### config.mk
export PLATFORM = sky130hd
export DESIGN_NAME = servo_cmd_parser
export DESIGN_NICKNAME = d
export VERILOG_FILES = /design/src/rtl/servo_pkg.sv /design/src/rtl/ascii_digit_acc.sv /design/src/rtl/servo_cmd_parser.sv
export SDC_FILE = /design/constraint.sdc
export NUM_CORES = 1
export LEC_CHECK = 0
export BUFFER_PORTS_ARGS = -buffer_cell sky130_fd_sc_hd__buf_2
export CAP_MARGIN = 40
export CORE_UTILIZATION = 45
export CTS_CLUSTER_SIZE = 14
export DETAILED_ROUTE_END_ITERATION = 7
export PLACE_DENSITY = 0.74
export SLEW_MARGIN = 20
export SYNTH_ARGS = -nofsm -noshare
export SYNTH_HDL_FRONTEND = slang
export SYNTH_SLANG_ARGS = --single-unit
export TNS_END_PERCENT = 10
### constraint.sdc
create_clock -name clk -period 4.1 [get_ports clk]
set_input_delay 0.82 -clock clk [delete_from_list [all_inputs] [get_ports clk]]
set_output_delay 0.82 -clock clk [all_outputs]
set_load 0.05 [all_outputs]
### src/rtl/servo_pkg.sv
// Shared definitions for the servo command link: ASCII framing bytes,
// error encodings, parser states and command field widths.
package servo_pkg;

  localparam logic [7:0] SOF     = 8'h23;  // '#'
  localparam logic [7:0] SEP_P   = 8'h50;  // 'P'
  localparam logic [7:0] SEP_T   = 8'h54;  // 'T'
  localparam logic [7:0] EOF     = 8'h21;  // '!'
  localparam logic [7:0] ASCII_0 = 8'h30;
  localparam logic [7:0] ASCII_9 = 8'h39;

  localparam int ID_W     = 8;
  localparam int PWM_W    = 12;
  localparam int TIME_W   = 14;
  localparam int ACC_W    = 14;
  localparam int ID_ACC_W = 10;  // three decimal digits, up to 999

  typedef enum logic [1:0] {
    ERR_NONE    = 2'd0,
    ERR_SYNTAX  = 2'd1,
    ERR_RANGE   = 2'd2,
    ERR_TIMEOUT = 2'd3
  } err_code_e;

  typedef enum logic [2:0] {
    S_HUNT,
    S_ID,
    S_P_SEP,
    S_PWM,
    S_T_SEP,
    S_TIME,
    S_END
  } parser_state_e;

endpackage

### src/rtl/ascii_digit_acc.sv
// Decimal accumulator fed with ASCII digits: flags digit bytes, computes
// acc*10 + digit, and updates on shift or clears to zero on clear.
module ascii_digit_acc
  import servo_pkg::*;
(
  input  logic             clk,
  input  logic             rst_n,
  input  logic [7:0]       data,
  input  logic             clear,
  input  logic             shift,
  output logic             is_digit,
  output logic [ACC_W-1:0] acc,
  output logic [ACC_W-1:0] acc_next
);

  assign is_digit = (data >= ASCII_0) && (data <= ASCII_9);

  // For a digit byte the low nibble equals byte - '0'.
  assign acc_next = (acc << 3) + (acc << 1) + {{(ACC_W-4){1'b0}}, data[3:0]};

  always_ff @(posedge clk or negedge rst_n) begin
    if (!rst_n) begin
      acc <= '0;
    end else if (clear) begin
      acc <= '0;
    end else if (shift) begin
      acc <= acc_next;
    end
  end

endmodule

### src/rtl/servo_cmd_parser.sv
// Parses '#iiiPppppTtttt!' byte frames into id/pwm/time commands; bad,
// out-of-range or stalled frames are dropped with a one-cycle error strobe.
module servo_cmd_parser
  import servo_pkg::*;
#(
  parameter int unsigned MAX_ID         = 5,
  parameter int unsigned PWM_MIN        = 500,
  parameter int unsigned PWM_MAX        = 2500,
  parameter int unsigned TIMEOUT_CYCLES = 100_000
) (
  input  logic              clk,
  input  logic              rst_n,
  input  logic [7:0]        in_data,
  input  logic              in_valid,
  output logic              in_ready,
  output logic [ID_W-1:0]   cmd_id,
  output logic [PWM_W-1:0]  cmd_pwm,
  output logic [TIME_W-1:0] cmd_time,
  output logic              cmd_valid,
  input  logic              cmd_ready,
  output logic              err_valid,
  output logic [1:0]        err_code
);

  localparam int GAP_W = $clog2(TIMEOUT_CYCLES + 1);
  localparam logic [GAP_W-1:0]    GAP_LAST  = GAP_W'(TIMEOUT_CYCLES - 1);
  localparam logic [ID_ACC_W-1:0] MAX_ID_L  = ID_ACC_W'(MAX_ID);
  localparam logic [ACC_W-1:0]    PWM_MIN_L = ACC_W'(PWM_MIN);
  localparam logic [ACC_W-1:0]    PWM_MAX_L = ACC_W'(PWM_MAX);

  parser_state_e        state, state_d;
  logic [1:0]           dcnt, dcnt_d;
  logic [GAP_W-1:0]     gap;
  logic [ID_ACC_W-1:0]  id_q;
  logic [ACC_W-1:0]     pwm_q;
  logic [ACC_W-1:0]     acc, acc_next;
  logic                 accept, is_digit, gap_run, timeout, range_bad;
  logic                 acc_clear, acc_shift, latch_id, latch_pwm, emit, err_set;
  err_code_e            err_d;

  assign in_ready  = !cmd_valid;
  assign accept    = in_valid && in_ready;
  assign gap_run   = (state != S_HUNT) && !cmd_valid;
  assign timeout   = gap_run && !accept && (gap == GAP_LAST);
  assign range_bad = (id_q > MAX_ID_L) || (pwm_q < PWM_MIN_L) || (pwm_q > PWM_MAX_L);

  ascii_digit_acc u_acc (
    .clk      (clk),
    .rst_n    (rst_n),
    .data     (in_data),
    .clear    (acc_clear),
    .shift    (acc_shift),
    .is_digit (is_digit),
    .acc      (acc),
    .acc_next (acc_next)
  );

  always_ff @(posedge clk or negedge rst_n) begin
    if (!rst_n) begin
      state <= S_HUNT;
      dcnt  <= '0;
    end else begin
      state <= state_d;
      dcnt  <= dcnt_d;
    end
  end

  always_comb begin
    state_d   = state;
    dcnt_d    = dcnt;
    acc_clear = 1'b0;
    acc_shift = 1'b0;
    latch_id  = 1'b0;
    latch_pwm = 1'b0;
    emit      = 1'b0;
    err_set   = 1'b0;
    err_d     = ERR_NONE;

    if (accept) begin
      if (in_data == SOF) begin
        // Start-of-frame always resynchronises; only mid-frame is it an error.
        if (state != S_HUNT) begin
          err_set = 1'b1;
          err_d   = ERR_SYNTAX;
        end
        state_d   = S_ID;
        dcnt_d    = '0;
        acc_clear = 1'b1;
      end else begin
        case (state)
          S_HUNT: ;
          S_ID, S_PWM, S_TIME: begin
            if (is_digit) begin
              acc_shift = 1'b1;
              if (dcnt == ((state == S_ID) ? 2'd2 : 2'd3)) begin
                dcnt_d = '0;
                case (state)
                  S_ID:    begin latch_id  = 1'b1; state_d = S_P_SEP; end
                  S_PWM:   begin latch_pwm = 1'b1; state_d = S_T_SEP; end
                  default: state_d = S_END;
                endcase
              end else begin
                dcnt_d = dcnt + 2'd1;
              end
            end else begin
              err_set = 1'b1;
              err_d   = ERR_SYNTAX;
              state_d = S_HUNT;
              dcnt_d  = '0;
            end
          end
          S_P_SEP, S_T_SEP: begin
            if (in_data == ((state == S_P_SEP) ? SEP_P : SEP_T)) begin
              state_d   = (state == S_P_SEP) ? S_PWM : S_TIME;
              acc_clear = 1'b1;
            end else begin
              err_set = 1'b1;
              err_d   = ERR_SYNTAX;
              state_d = S_HUNT;
            end
          end
          S_END: begin
            state_d = S_HUNT;
            if (in_data != EOF) begin
              err_set = 1'b1;
              err_d   = ERR_SYNTAX;
            end else if (range_bad) begin
              err_set = 1'b1;
              err_d   = ERR_RANGE;
            end else begin
              emit = 1'b1;
            end
          end
          default: state_d = S_HUNT;
        endcase
      end
    end else if (timeout) begin
      err_set = 1'b1;
      err_d   = ERR_TIMEOUT;
      state_d = S_HUNT;
      dcnt_d  = '0;
    end
  end

  always_ff @(posedge clk or negedge rst_n) begin
    if (!rst_n) begin
      gap       <= '0;
      id_q      <= '0;
      pwm_q     <= '0;
      cmd_id    <= '0;
      cmd_pwm   <= '0;
      cmd_time  <= '0;
      cmd_valid <= 1'b0;
      err_valid <= 1'b0;
      err_code  <= ERR_NONE;
    end else begin
      if (accept || !gap_run || timeout) begin
        gap <= '0;
      end else begin
        gap <= gap + 1'b1;
      end
      if (latch_id) begin
        id_q <= acc_next[ID_ACC_W-1:0];
      end
      if (latch_pwm) begin
        pwm_q <= acc_next;
      end
      // Time is complete in the accumulator by the time '!' arrives.
      if (emit) begin
        cmd_valid <= 1'b1;
        cmd_id    <= id_q[ID_W-1:0];
        cmd_pwm   <= pwm_q[PWM_W-1:0];
        cmd_time  <= acc;
      end else if (cmd_valid && cmd_ready) begin
        cmd_valid <= 1'b0;
      end
      err_valid <= err_set;
      err_code  <= err_d;
    end
  end

endmodule

# Yosys cells after proc, flatten, opt, wreduce, memory -nomap -nowiden
# Cells that the tools add are included.
# W data, S select, Z words.
[classes] add_sub_neg=4 order_cmp=5 n_eq_ne=14 mux=65 n_reduce_logical=22
[ops] operator="$mux W1" n=39
[ops] operator="$mux W14" n=2
[ops] operator="$mux W3" n=8
[ops] operator="$mux W2" n=11
[ops] operator="$add A17 B1 Y17 const B" n=1
[ops] operator="$eq A17 B17 Y1 const B" n=1
[ops] operator="$mux W17" n=1
[ops] operator="$add A14 B14 Y14" n=1
[ops] operator="$add A14 B4 Y14" n=1
[ops] operator="$gt A14 B12 Y1 const B" n=1
[ops] operator="$lt A14 B9 Y1 const B" n=1
[ops] operator="$gt A10 B3 Y1 const B" n=1
[ops] operator="$eq A3 B3 Y1 const B" n=3
[ops] operator="$pmux W3 S3" n=1
[ops] operator="$eq A8 B6 Y1 const B" n=1
[ops] operator="$eq A8 B7 Y1" n=1
[ops] operator="$ge A8 B6 Y1 const B" n=1
[ops] operator="$le A8 B6 Y1 const B" n=1
[ops] operator="$ne A8 B6 Y1 const B" n=1
[ops] operator="$eq A3 B2 Y1 const B" n=2
[ops] operator="$logic_and A1 B1 Y1" n=6
[ops] operator="$pmux W2 S3" n=1
[ops] operator="$pmux W3 S2" n=1
[ops] operator="$reduce_bool A2 Y1" n=3
[ops] operator="other kinds (15)" n=20
[totals] register_bits=98 in_bits=12 output_inout_bits=39 wordCells=122

# Logic depth before layout (Yosys ltp)
# Gate-level depths: netlist of run 1.
[logic_depth] depth_word=9 ltp_mapped=8 ltp_nobuf=8

# Modules after synthesis
# A second synthesis of run 1 with hierarchy kept.
[unflattened] cells_unflattened=468 hier_area_um2=5307.6
[by_module_without_submodules] mod="servo_cmd_parser" instances=1 cells_per_inst=306 area_per_inst_um2=3857.4 seq_area_each_um2=2102.0
[by_module_without_submodules] mod="ascii_digit_acc" instances=1 cells_per_inst=162 area_per_inst_um2=1450.1 seq_area_each_um2=350.3

# Worst setup path after synthesis of run 1
# No wires, ideal clock.
[synth_path] kind="input port to flip-flop" start="in in_data[3]" end="reg u_acc.acc[10]" setup_time_ps=124 arrival_time_ps=3224 required_time_ps=3976 setup_slack_ps=753 stages=7 n_path_buf=0 cell_sequence="fa_1 fa_1 a211oi_1 o21bai_1 a2111oi_0 nor4_1 a211o_1"
[synth_between] elab_chain_len=7 word_cells_on_any_way=17 classes_between="add/sub: 1; order compare: 2; eq/ne: 2; mux: 10; reduce/logical: 2"
[synth_lines] element="from (decl)" line_no="servo_cmd_parser.sv:13" source="input logic [7:0] in_data,"
[synth_lines] element="$ge A8 B6 Y1 or $le A8 B6 Y1 (tied branches)" line_no="ascii_digit_acc.sv:16" source="assign is_digit = (data >= ASCII_0) && (data <= ASCII_9);"
[synth_lines] element="$logic_and A1 B1 Y1" line_no="ascii_digit_acc.sv:16"
[synth_lines] element="$mux W1" line_no="servo_cmd_parser.sv:93" source="if (is_digit) begin"
[synth_lines] element="$mux W1" line_no="servo_cmd_parser.sv:90" source="case (state)"
[synth_lines] element="$mux W1" line_no="servo_cmd_parser.sv:80" source="if (in_data == SOF) begin"
[synth_lines] element="$mux W1" line_no="servo_cmd_parser.sv:79" source="if (accept) begin"
[synth_lines] element="$reduce_bool A2 Y1 (no line)"
[synth_lines] element="to (signal assigned)" line_no="ascii_digit_acc.sv:27" source="acc <= acc_next;"
[synth_lines] element="to (decl)" line_no="ascii_digit_acc.sv:12" source="output logic [ACC_W-1:0] acc,"
# Parallel ways exist; a longest one is shown, timed or not. The select of a mux whose other input is x is not followed.
# A chain may end at the register's enable or synchronous reset.

# Final worst setup path of run 1
# Same ends and word-level chain as after synthesis.

==> results of run 1 <==
==> registers in the layout (all words and copies together) (netlist names), 2 cells and up <==
name	cells
gap	17
dcnt	2
pwm_q	14
id_q	10
cmd_id	8
u_acc.acc	14
cmd_pwm	12
cmd_time	14
state	3
err_code	2
==> logic make-up (layout without fill, tap and decap cells) <==
family / count (synthesis) / after routing / share of synthesized area [%]
muxes: 43 / 43 / 11.1
AOI/OAI and AO/OA: 74 / 74 / 10.7
adders and majority gates: 25 / 25 / 6.48
xor gates and xnor gates: 25 / 25 / 4.33
and+or+nand+nor: 156 / 156 / 16.8
buffers and inverters: 21 / 80 / 2.10
DFF: 98 / 98 / 48.5
==> final timing paths <==
path	depth (start not counted)	endpoint	slack (ns)
hold / removal	1	cmd_time[0]	0.44
hold reg to reg	1	gap[0]	0.49
setup / recovery	9	u_acc.acc[10]	0.95
min in group clk	1	gap[0]	0.49
max in group asynchronous	2	gap[15]	2.84
setup reg to reg	8	u_acc.acc[10]	1.10
==> per-stage QoR <==
| stage | utilization (%) | area (sq um) | std cells | setup slack [ns] |
|---|---|---|---|---|
| finish | 51.8 | 5640 | 641 | 0.954 |
| CTS | 51.7 | 5630 | 640 | 0.970 |
| floorplan | - | 5060 | 442 | 0.753 |
| global route | 51.8 | 5640 | 641 | 0.839 |
| global placement | 49.9 | 5440 | 622 | 0.691 |
| detailed placement | 50.1 | 5450 | 624 | 0.584 |
==> layer usage <==
layer	vias up	track usage (%)	wire [microns]
met5	-	0	0
met1	1813	27.9	4930
met3	28	3.07	408
met2	92	30.6	4810
li1	1726	-	-
met4	0	11.8	446
==> where the power goes <==
| part | internal, W | switching (W) | total (W) | leakage [nW] |
|---|---|---|---|---|
| registers | 0.000966 | 0.00000109 | 0.000967 | 1.37 |
| clock network | 0.000241 | 0.000341 | 0.000582 | 0.0941 |
| logic | 0.0000156 | 0.0000410 | 0.0000566 | 1.48 |
| total | 0.00122 | 0.000383 | 0.00161 | 2.94 |
==> cells in the final DEF (no fill, tap or decap), types with 3 or more instances in the layout <==
cell | Yosys | final
dfrtp_1 | 98 | 98
nand3_1 | 13 | 13
o21ai_0 | 11 | 11
ha_1 | 23 | 23
mux2_2 | 21 | 21
or3_1 | 3 | 3
nor3_1 | 7 | 7
nand2_1 | 42 | 42
a211oi_1 | 6 | 6
nand4b_1 | 3 | 3
a22o_1 | 11 | 11
mux2_4 | 21 | 21
a211o_1 | 6 | 6
o31ai_1 | 3 | 3
buf_2 | 1 | 49
o21bai_1 | 4 | 4
nand4_1 | 10 | 10
inv_1 | 6 | 6
nor4_1 | 5 | 5
o211a_1 | 3 | 3
nand2b_1 | 3 | 3
buf_4 | 1 | 8
and3_1 | 7 | 7
and2_1 | 9 | 9
clkbuf_8 | 0 | 10
a21o_1 | 4 | 4
and4_1 | 4 | 4
nor2_1 | 29 | 29
xor2_1 | 11 | 11
nor4bb_1 | 6 | 6
nor2b_1 | 3 | 3
o211ai_1 | 3 | 3
xnor2_1 | 14 | 14
a21oi_1 | 13 | 13
==> layout make-up <==
class	instances	area share [%]
clock buffer	11	2.51
multi-input combinational	323	44.3
clock inverter	5	0.644
tap	140	3.11
inverter	6	0.400
sequential	98	43.5
timing repair buffer	58	5.51
==> impl_metrics.csv, run 1 <==
group,metric,value,unit
pwr,p_total,0.00161,W
synthesis,yosysUniqueCellTypes,53,
setup_path,cp_slowest_cell,"fa_1",
drt,wl_per_cell,16.5,microns
job,maxCapViolations,0,
synthesis,ys.flop_type,"dfrtp_1",
cts,clk_transition_reported_paths,0.09,ns
timing,setup_tns,0,ns
drt,drt-pass1-iter-count,4,
die,fp.dieH,108,microns
synthesis,synth-seq-cells,98,
hold_path,hp-class,"input port to asynchronous set/reset pin",
timing,finClkSkew,0.0101,ns
timing,min_period,3.15,ns
die,start_util,46.4,%
synthesis,syn_inst,442,
global_route,grt_first_pass_wirelength,18000,microns
cts,cts-root-buf,"clkbuf_8",
pwr,power_density,285,nW/um^2
layout,nets,533,
setup_path,crit_path_start_kind,"input port",
setup_path,critPathRequiredTime,4.37,ns
global_route,grt_usage,20.3,%
synthesis,post-synth-top-count-cell,"dfrtp_1",
die,die_w,108,microns
setup_path,end_kind,"flop",
die,die_area,11700,sq um
timing,worstMarginPinSlew,0.741,ns
pwr,leakage,2.94,nW
synthesis,synthTopCellsByCount,"dfrtp_1 (98), nand2_1 (42), nor2_1 (29)",
placed_design,portBuffers,50,
timing,fmax,318,MHz
drt,ant_nets,0,
cts,h-tree-depth,3,
timing,slew_violations,0,
layout,antennaDiodeCount,0,
global_route,antenna_found_initial,0,
layout,area_growth,11.5,%
setup_path,crit_buf_inv,2,
cts,cts_setup_buffers,0,
drt,remaining_drc_errors,0,
global_route,grt-ovfl-total,0,
setup_path,cp_top_family,"compound AO/OA/AOI/OAI gates",
die,num_rows,38,
die,design.core.area,10900,sq um
run_status,status,"complete, no violations",
layout,multi_input_area,2500,sq um
timing,hold_ws,0.435,ns
timing,setup_viol,0,
cts,clk_path_buf_depth,2,
setup_path,startpoint,"in_data[3]",
timing,rsz0062_at_grt,"no",
setup_path,rr_startpoint,"u_acc.acc[0]",
cts,cts_buffers,9,
synthesis,synth_top_area_share,48.5,%
setup_path,cpPeakStageDelay,0.53,ns
setup_path,cp.arrival,3.41,ns
global_route,grt_pass1_vias,3704,
placed_design,hpwl,7710,microns
drt,viasPerCell,5.71,
cts,cts_hold_buf,0,
cts,ctsResizeCount,0,
setup_path,path_cells,"buf_2, fa_1, fa_1, a211oi_1, o21bai_1, a2111oi_0, buf_4, nor4_1, a211o_1",
layout,seq_area,2450,sq um
setup_path,worstSetupPathType,"input port to flop",
synthesis,synthArstFlopShare,100,%
synthesis,syn_area,5060,sq um
layout,layout-drive-gt1-share,24.4,%
drt,drt_iter0_markers,154,
setup_path,path_common_cell,"fa_1",
synthesis,syn_nets,479,
global_route,grt_max_degree,43,
timing,finalHoldViolCount,0,
cts,clock_latency,0.38,ns
placed_design,globalplace.congestion,0.885,
die,io_pins,51,
synthesis,syn_avg_cell_area,11.4,sq um
pwr,max-vdd-ir-drop,144,uV
timing,period_share,76.7,%
cts,cts.sinks,98,
synthesis,yosys-top-cells-area,"dfrtp_1 (49%), mux2_4 (6.2%), ha_1 (5.7%), mux2_2 (4.7%), nand2_1 (3.1%)",
layout,fillers,987,
drt,routed_wl,10600,microns
timing,slew_headroom,50.3,%
drt,vias,3659,
synthesis,yosys_warnings,0,
synthesis,yosysTopAreaCell,"dfrtp_1",
setup_path,path_max_fanout,4,
synthesis,synth_edf_count,0,
cts,cts_tree,"yes",
synthesis,yosysSeqAreaShare,48.5,%
No activity file was read; power rests on OpenSTA's default activity.
==> run 2: changes to the inputs <==
--- a/config.mk
+++ b/config.mk
@@ -10,7 +10,7 @@
 export CORE_UTILIZATION = 45
 export CTS_CLUSTER_SIZE = 14
 export DETAILED_ROUTE_END_ITERATION = 7
-export PLACE_DENSITY = 0.74
+export PLACE_DENSITY = 0.76
 export SLEW_MARGIN = 20
 export SYNTH_ARGS = -nofsm -noshare
 export SYNTH_HDL_FRONTEND = slang
==> constraint.sdc (replaced) <==
create_clock -name clk -period 2.77 [get_ports clk]
set_input_delay 0.554 -clock clk [delete_from_list [all_inputs] [get_ports clk]]
set_output_delay 0.554 -clock clk [all_outputs]
set_load 0.05 [all_outputs]
==> run 2 against run 1 <==
  * Global-route usage about the same
  * Setup slack worse by 0.80 ns
  * Critical path type is now flop to flop
  * Clock skew up 0.0047 ns
  * Largest cell class unchanged
  * Cell count up 2.5%
  * Design area up 3.8%
  * Sequential share of layout area down 1.6 points
  * Flip-flop and latch count unchanged
  * Utilization up 2.0 points
  * Register-to-register slack worse by 0.94 ns
  * Highest routed layer unchanged
  * Sequential power up 48%
==> impl_metrics.csv, run 2 (same netlist as run 1, synthesis figures left out) <==
group,metric,value,unit
setup_path,crit_path_start_kind,"flop",
run_status,status,"complete, no violations",
timing,rsz0062_at_grt,"no",
global_route,grt_max_degree,64,
placed_design,hpwl,7880,microns
timing,hold_ws,0.124,ns
timing,finClkSkew,0.0148,ns
setup_path,rrSetupSlack,0.16,ns
layout,regMostFlops,"gap",
layout,nets,549,
layout,layout-drive-gt1-share,28.0,%
pwr,max-vdd-ir-drop,262,uV
drt,routed_wl,10800,microns
global_route,grt_pass1_vias,3658,
cts,clock_latency,0.38,ns
setup_path,cp_top_family,"simple AND/OR/NAND/NOR gates",
placed_design,dp_slack,-0.0937,ns
pwr,power_density,428,nW/um^2
setup_path,worstSetupPathType,"flop to flop",
setup_path,critPathRequiredTime,3.03,ns
timing,fmax,382,MHz
layout,fillers,963,
cts,cts_tree,"yes",
global_route,grt_first_pass_wirelength,18200,microns
setup_path,crit_buf_inv,2,
layout,layout_common_cells,"dfrtp_1 (97), buf_2 (49), nand2_1 (42), nor2_1 (29)",
die,die_w,108,microns
timing,slew_headroom,46.7,%
cts,clk_transition_reported_paths,0.10,ns
layout,area_growth,15.7,%
drt,vias,3742,
cts,h-tree-depth,3,
die,io_pins,51,
cts,cts_setup_buffers,0,
setup_path,end_kind,"flop",
timing,min_period,2.61,ns
setup_path,cpPeakStageDelay,0.55,ns
drt,ant_nets,0,
layout,layout_commonest_cell,"dfrtp_1",
die,num_rows,38,
layout,largest_reg_flops,17,
cts,cts-root-buf,"clkbuf_8",
drt,remaining_drc_errors,0,
job,maxCapViolations,0,
layout,antennaDiodeCount,0,
drt,drt-pass1-iter-count,4,
timing,period_share,94.4,%
setup_path,cp_slowest_cell,"or4_1",
setup_path,path_cells,"or4_1, a211o_1, a311oi_4, buf_4, nand4_4, buf_12, mux2_4",
cts,cts_hold_buf,0,
global_route,grt-ovfl-total,0,
cts,cts_buffers,9,
drt,viasPerCell,5.70,
setup_path,path_max_fanout,35,
setup_path,cp.arrival,2.88,ns
die,design.core.area,10900,sq um
placed_design,globalplace.congestion,0.953,
pwr,leakage,3.05,nW
global_route,antenna_found_initial,0,
timing,slew_violations,0,
die,start_util,46.4,%
placed_design,portBuffers,50,
layout,seq_area,2450,sq um
timing,setup_viol,0,
drt,drt_iter0_markers,226,
global_route,grt_usage,20.3,%
timing,worstMarginPinSlew,0.779,ns
layout,multi_input_area,2530,sq um
cts,cts.sinks,98,
die,fp.dieH,108,microns
hold_path,hp-class,"input port to asynchronous set/reset pin",
drt,wl_per_cell,16.4,microns
timing,setup_slack,0.155,ns
die,die_area,11700,sq um
cts,clk_path_buf_depth,2,
timing,finalHoldViolCount,0,
-- run 2: cell types whose count changed in the layout (fill, tap and decap cells not counted), sizes merged --
cell,previous run,this run
bufinv,0,1
clkinv,3,2
buf,57,74
clkbuf,12,11
-- run 2: area by class of cell --
type	count	area share (%)
clock buffer	11	2.59
clock inverter	5	1.03
inverter	6	0.385
multi-input combinational	323	43.2
sequential	98	41.9
tap	140	2.99
timing repair buffer	74	7.83
-- run 2: layer usage --
layer	routed length (microns)	global-route usage, %	share of wire, %
met1	4770	26.8	44
met4	268	7.53	2.5
met2	5070	31.9	47
met5	0	0	0
met3	673	5.55	6.2
-- run 2: through the flow --
| stage | instances | setup TNS [ns] | power, W | util, % | area, sq um |
|---|---|---|---|---|---|
| floorplan | 442 | 0 | 0.00149 | - | 5060 |
| global placement | 641 | -0.191 | 0.00155 | 51.6 | 5610 |
| detailed placement | 641 | -0.271 | 0.00155 | 51.6 | 5620 |
| CTS | 657 | 0 | 0.00253 | 53.6 | 5830 |
| global route | 657 | 0 | 0.00260 | 53.7 | 5850 |
| finish | 657 | 0 | 0.00250 | 53.7 | 5850 |
-- run 2: power breakdown --
part | internal [W] | total [W] | leakage, nW | switching [W]
logic | 0.0000307 | 0.0000929 | 1.57 | 0.0000622
registers | 0.00143 | 0.00143 | 1.37 | 0.00000130
clock network | 0.000473 | 0.000978 | 0.112 | 0.000505
total | 0.00193 | 0.00250 | 3.05 | 0.000568
-- run 2: timing repair --
item / in CTS / in global routing
endpoints found under the hold margin: 0 / 0
resized for setup: 0 / 4
setup endpoints to repair: 0 / 18
-- run 2: worst paths after layout --
kind                       startpoint          end  cells after the start
setup / recovery             pwm_q[5]   cmd_pwm[0]                      7
hold / removal                  rst_n  cmd_time[1]                      1
setup reg to reg             pwm_q[5]   cmd_pwm[0]                      7
hold reg to reg             cmd_id[5]    cmd_id[5]                      1
max in group asynchronous       rst_n   cmd_pwm[8]                      2
min in group clk            cmd_ready    cmd_valid                      2
-- run 2: worst register-to-register path: stages, from the launching register on --
cell,delay [ns]
dfrtp_1,0.43
or4_1,0.55
a211o_1,0.34
a311oi_4,0.31
buf_4,0.20
nand4_4,0.11
buf_12,0.22
mux2_4,0.33
==> run 3: changes to the inputs <==
==> constraint.sdc (replaced) <==
create_clock -name clk -period 2.4 [get_ports clk]
set_input_delay 0.48 -clock clk [delete_from_list [all_inputs] [get_ports clk]]
set_output_delay 0.48 -clock clk [all_outputs]
set_load 0.05 [all_outputs]
==> run 3 against run 2 <==
  * The run now ends with setup timing left
  * Routed wire length is 9.2% higher
  * Sequential power is 15% higher
  * Via count is 4.2% higher
  * Combinational power is 36% higher
  * Sequential share of layout area is 2.7 points lower
  * Critical path depth is 2 higher
  * Global-route usage is 1.0 points higher
  * Clock skew is 0.0076 ns lower
  * First-iteration DRC count is 22% lower
  * Flip-flop and latch count stayed put
  * Largest power group unchanged
==> impl_metrics.csv, run 3 (same netlist as run 1, synthesis figures left out) <==
group,metric,value,unit
layout,seq_area,2450,sq um
layout,largest_reg_flops,17,
placed_design,dp_slack,-0.327,ns
die,fp.dieH,108,microns
run_status,status,"finished, violations left",
cts,h-tree-depth,3,
pwr,power_density,462,nW/um^2
timing,fmax,390,MHz
drt,vias,3899,
die,die_area,11700,sq um
layout,layout-drive-gt1-share,34.5,%
global_route,grt_usage,21.3,%
die,start_util,46.4,%
placed_design,globalplace.congestion,0.943,
setup_path,path_cells,"ha_1, ha_4, fa_2, a211oi_2, o21bai_2, a2111oi_4, buf_4, o211a_1, a211o_1",
drt,drt_iter0_markers,177,
cts,cts_hold_buf,0,
timing,period_share,107,%
global_route,grt_first_pass_wirelength,19000,microns
drt,ant_nets,0,
run_status,violations,"setup timing",
setup_path,end_kind,"flop",
timing,min_period,2.57,ns
drt,viasPerCell,5.65,
global_route,grt_pass1_vias,3855,
layout,antennaDiodeCount,0,
setup_path,critPathRequiredTime,2.72,ns
cts,cts-root-buf,"clkbuf_8",
timing,finalHoldViolCount,0,
cts,clk_path_buf_depth,2,
placed_design,postPlaceCellArea,5900,sq um
cts,clock_latency,0.37,ns
job,maxCapViolations,0,
timing,slew_headroom,64.5,%
global_route,grt_max_degree,38,
layout,layout_commonest_cell,"dfrtp_1",
layout,regMostFlops,"gap",
placed_design,portBuffers,50,
placed_design,hpwl,8780,microns
layout,fillers,904,
pwr,max-vdd-ir-drop,253,uV
setup_path,cp_slowest_cell,"dfrtp_1",
timing,slew_violations,0,
timing,setup_viol,6,
setup_path,path_max_fanout,3,
setup_path,cp.arrival,2.88,ns
timing,rsz0062_at_grt,"yes",
drt,wl_per_cell,17.1,microns
hold_path,hp-class,"input port to asynchronous set/reset pin",
die,num_rows,38,
cts,cts_tree,"yes",
drt,remaining_drc_errors,0,
layout,layout_common_cells,"dfrtp_1 (98), buf_4 (52), buf_2 (49), nand2_1 (42), nor2_1 (29)",
setup_path,cpPeakStageDelay,0.42,ns
layout,nets,582,
timing,worstMarginPinSlew,0.532,ns
die,io_pins,51,
die,design.core.area,10900,sq um
layout,area_growth,23.5,%
layout,multi_input_area,2650,sq um
timing,setup_slack,-0.167,ns
setup_path,cp_top_family,"compound AO/OA/AOI/OAI gates",
global_route,antenna_found_initial,0,
setup_path,crit_buf_inv,1,
global_route,grt-ovfl-total,0,
timing,finClkSkew,0.00714,ns
cts,cts_buffers,9,
cts,clk_transition_reported_paths,0.10,ns
drt,drt-pass1-iter-count,4,
setup_path,worstSetupPathType,"flop to flop",
pwr,leakage,3.24,nW
setup_path,crit_path_start_kind,"flop",
layout,fin_area,6250,sq um
cts,cts.sinks,98,
die,die_w,108,microns
drt,routed_wl,11800,microns
==> run 3: cell types whose count changed in the layout (fill, tap and decap cells not counted), sizes merged <==
cell,change
inv,-1
buf,+33
clkinvlp,+3
clkinv,-2
==> run 3: final timing paths <==
check | from | slack [ns] | cells after the start | end
max in group asynchronous | rst_n | 1.78 | 2 | pwm_q[5]
worst max-delay path | u_acc.acc[1] | -0.17 | 9 | u_acc.acc[10]
worst min-delay path | rst_n | 0.05 | 1 | cmd_time[0]
min in group clk | cmd_ready | 0.34 | 2 | cmd_valid
worst min register to register | cmd_id[4] | 0.49 | 1 | cmd_id[4]
worst max register to register | u_acc.acc[1] | -0.17 | 9 | u_acc.acc[10]
==> run 3: cell type report <==
cell class,instances,area share (%)
Tap cell,140,2.80
Multi-Input combinational cell,323,42.4
Sequential cell,98,39.3
Inverter,6,0.361
Timing Repair Buffer,107,12.0
Clock buffer,11,2.26
Clock inverter,5,0.982
==> run 3: worst register-to-register path, stage by stage (launching register included) <==
cell       delay (ns)
dfrtp_1          0.42
ha_1             0.33
ha_4             0.19
fa_2             0.39
a211oi_2         0.24
o21bai_2         0.12
a2111oi_4        0.39
buf_4            0.18
o211a_1          0.16
a211o_1          0.09
==> run 3: stage by stage <==
stage | utilization, % | hold slack (ns) | TNS [ns] | total power (W) | std cells
floorplan | - | 0.184 | -0.236 | 0.00172 | 442
global placement | 54.1 | 0.463 | -3.59 | 0.00180 | 671
detailed placement | 54.2 | 0.466 | -4.79 | 0.00180 | 672
CTS | 56.5 | 0.0663 | -0.374 | 0.00290 | 689
global route | 57.4 | 0.0790 | -2.78 | 0.00298 | 690
finish | 57.4 | 0.0528 | -0.577 | 0.00289 | 690
==> run 3: where the power goes <==
| part | internal [W] | switching (W) |
|---|---|---|
| registers | 0.00165 | 0.00000161 |
| logic | 0.0000475 | 0.0000781 |
| clock network | 0.000514 | 0.000594 |
| total | 0.00221 | 0.000673 |
==> run 3: repair_timing <==
action,CTS,global route
setup endpoints to repair,40,48
resized for setup,9,13
buffers inserted,1,1
pin swaps,10,7
==> run 3: layer usage <==
layer / part of all wire, % / track usage (%)
met5: 0 / 0
met4: 2.2 / 7.83
met3: 4.4 / 4.10
met2: 50 / 34.6
met1: 44 / 28.4
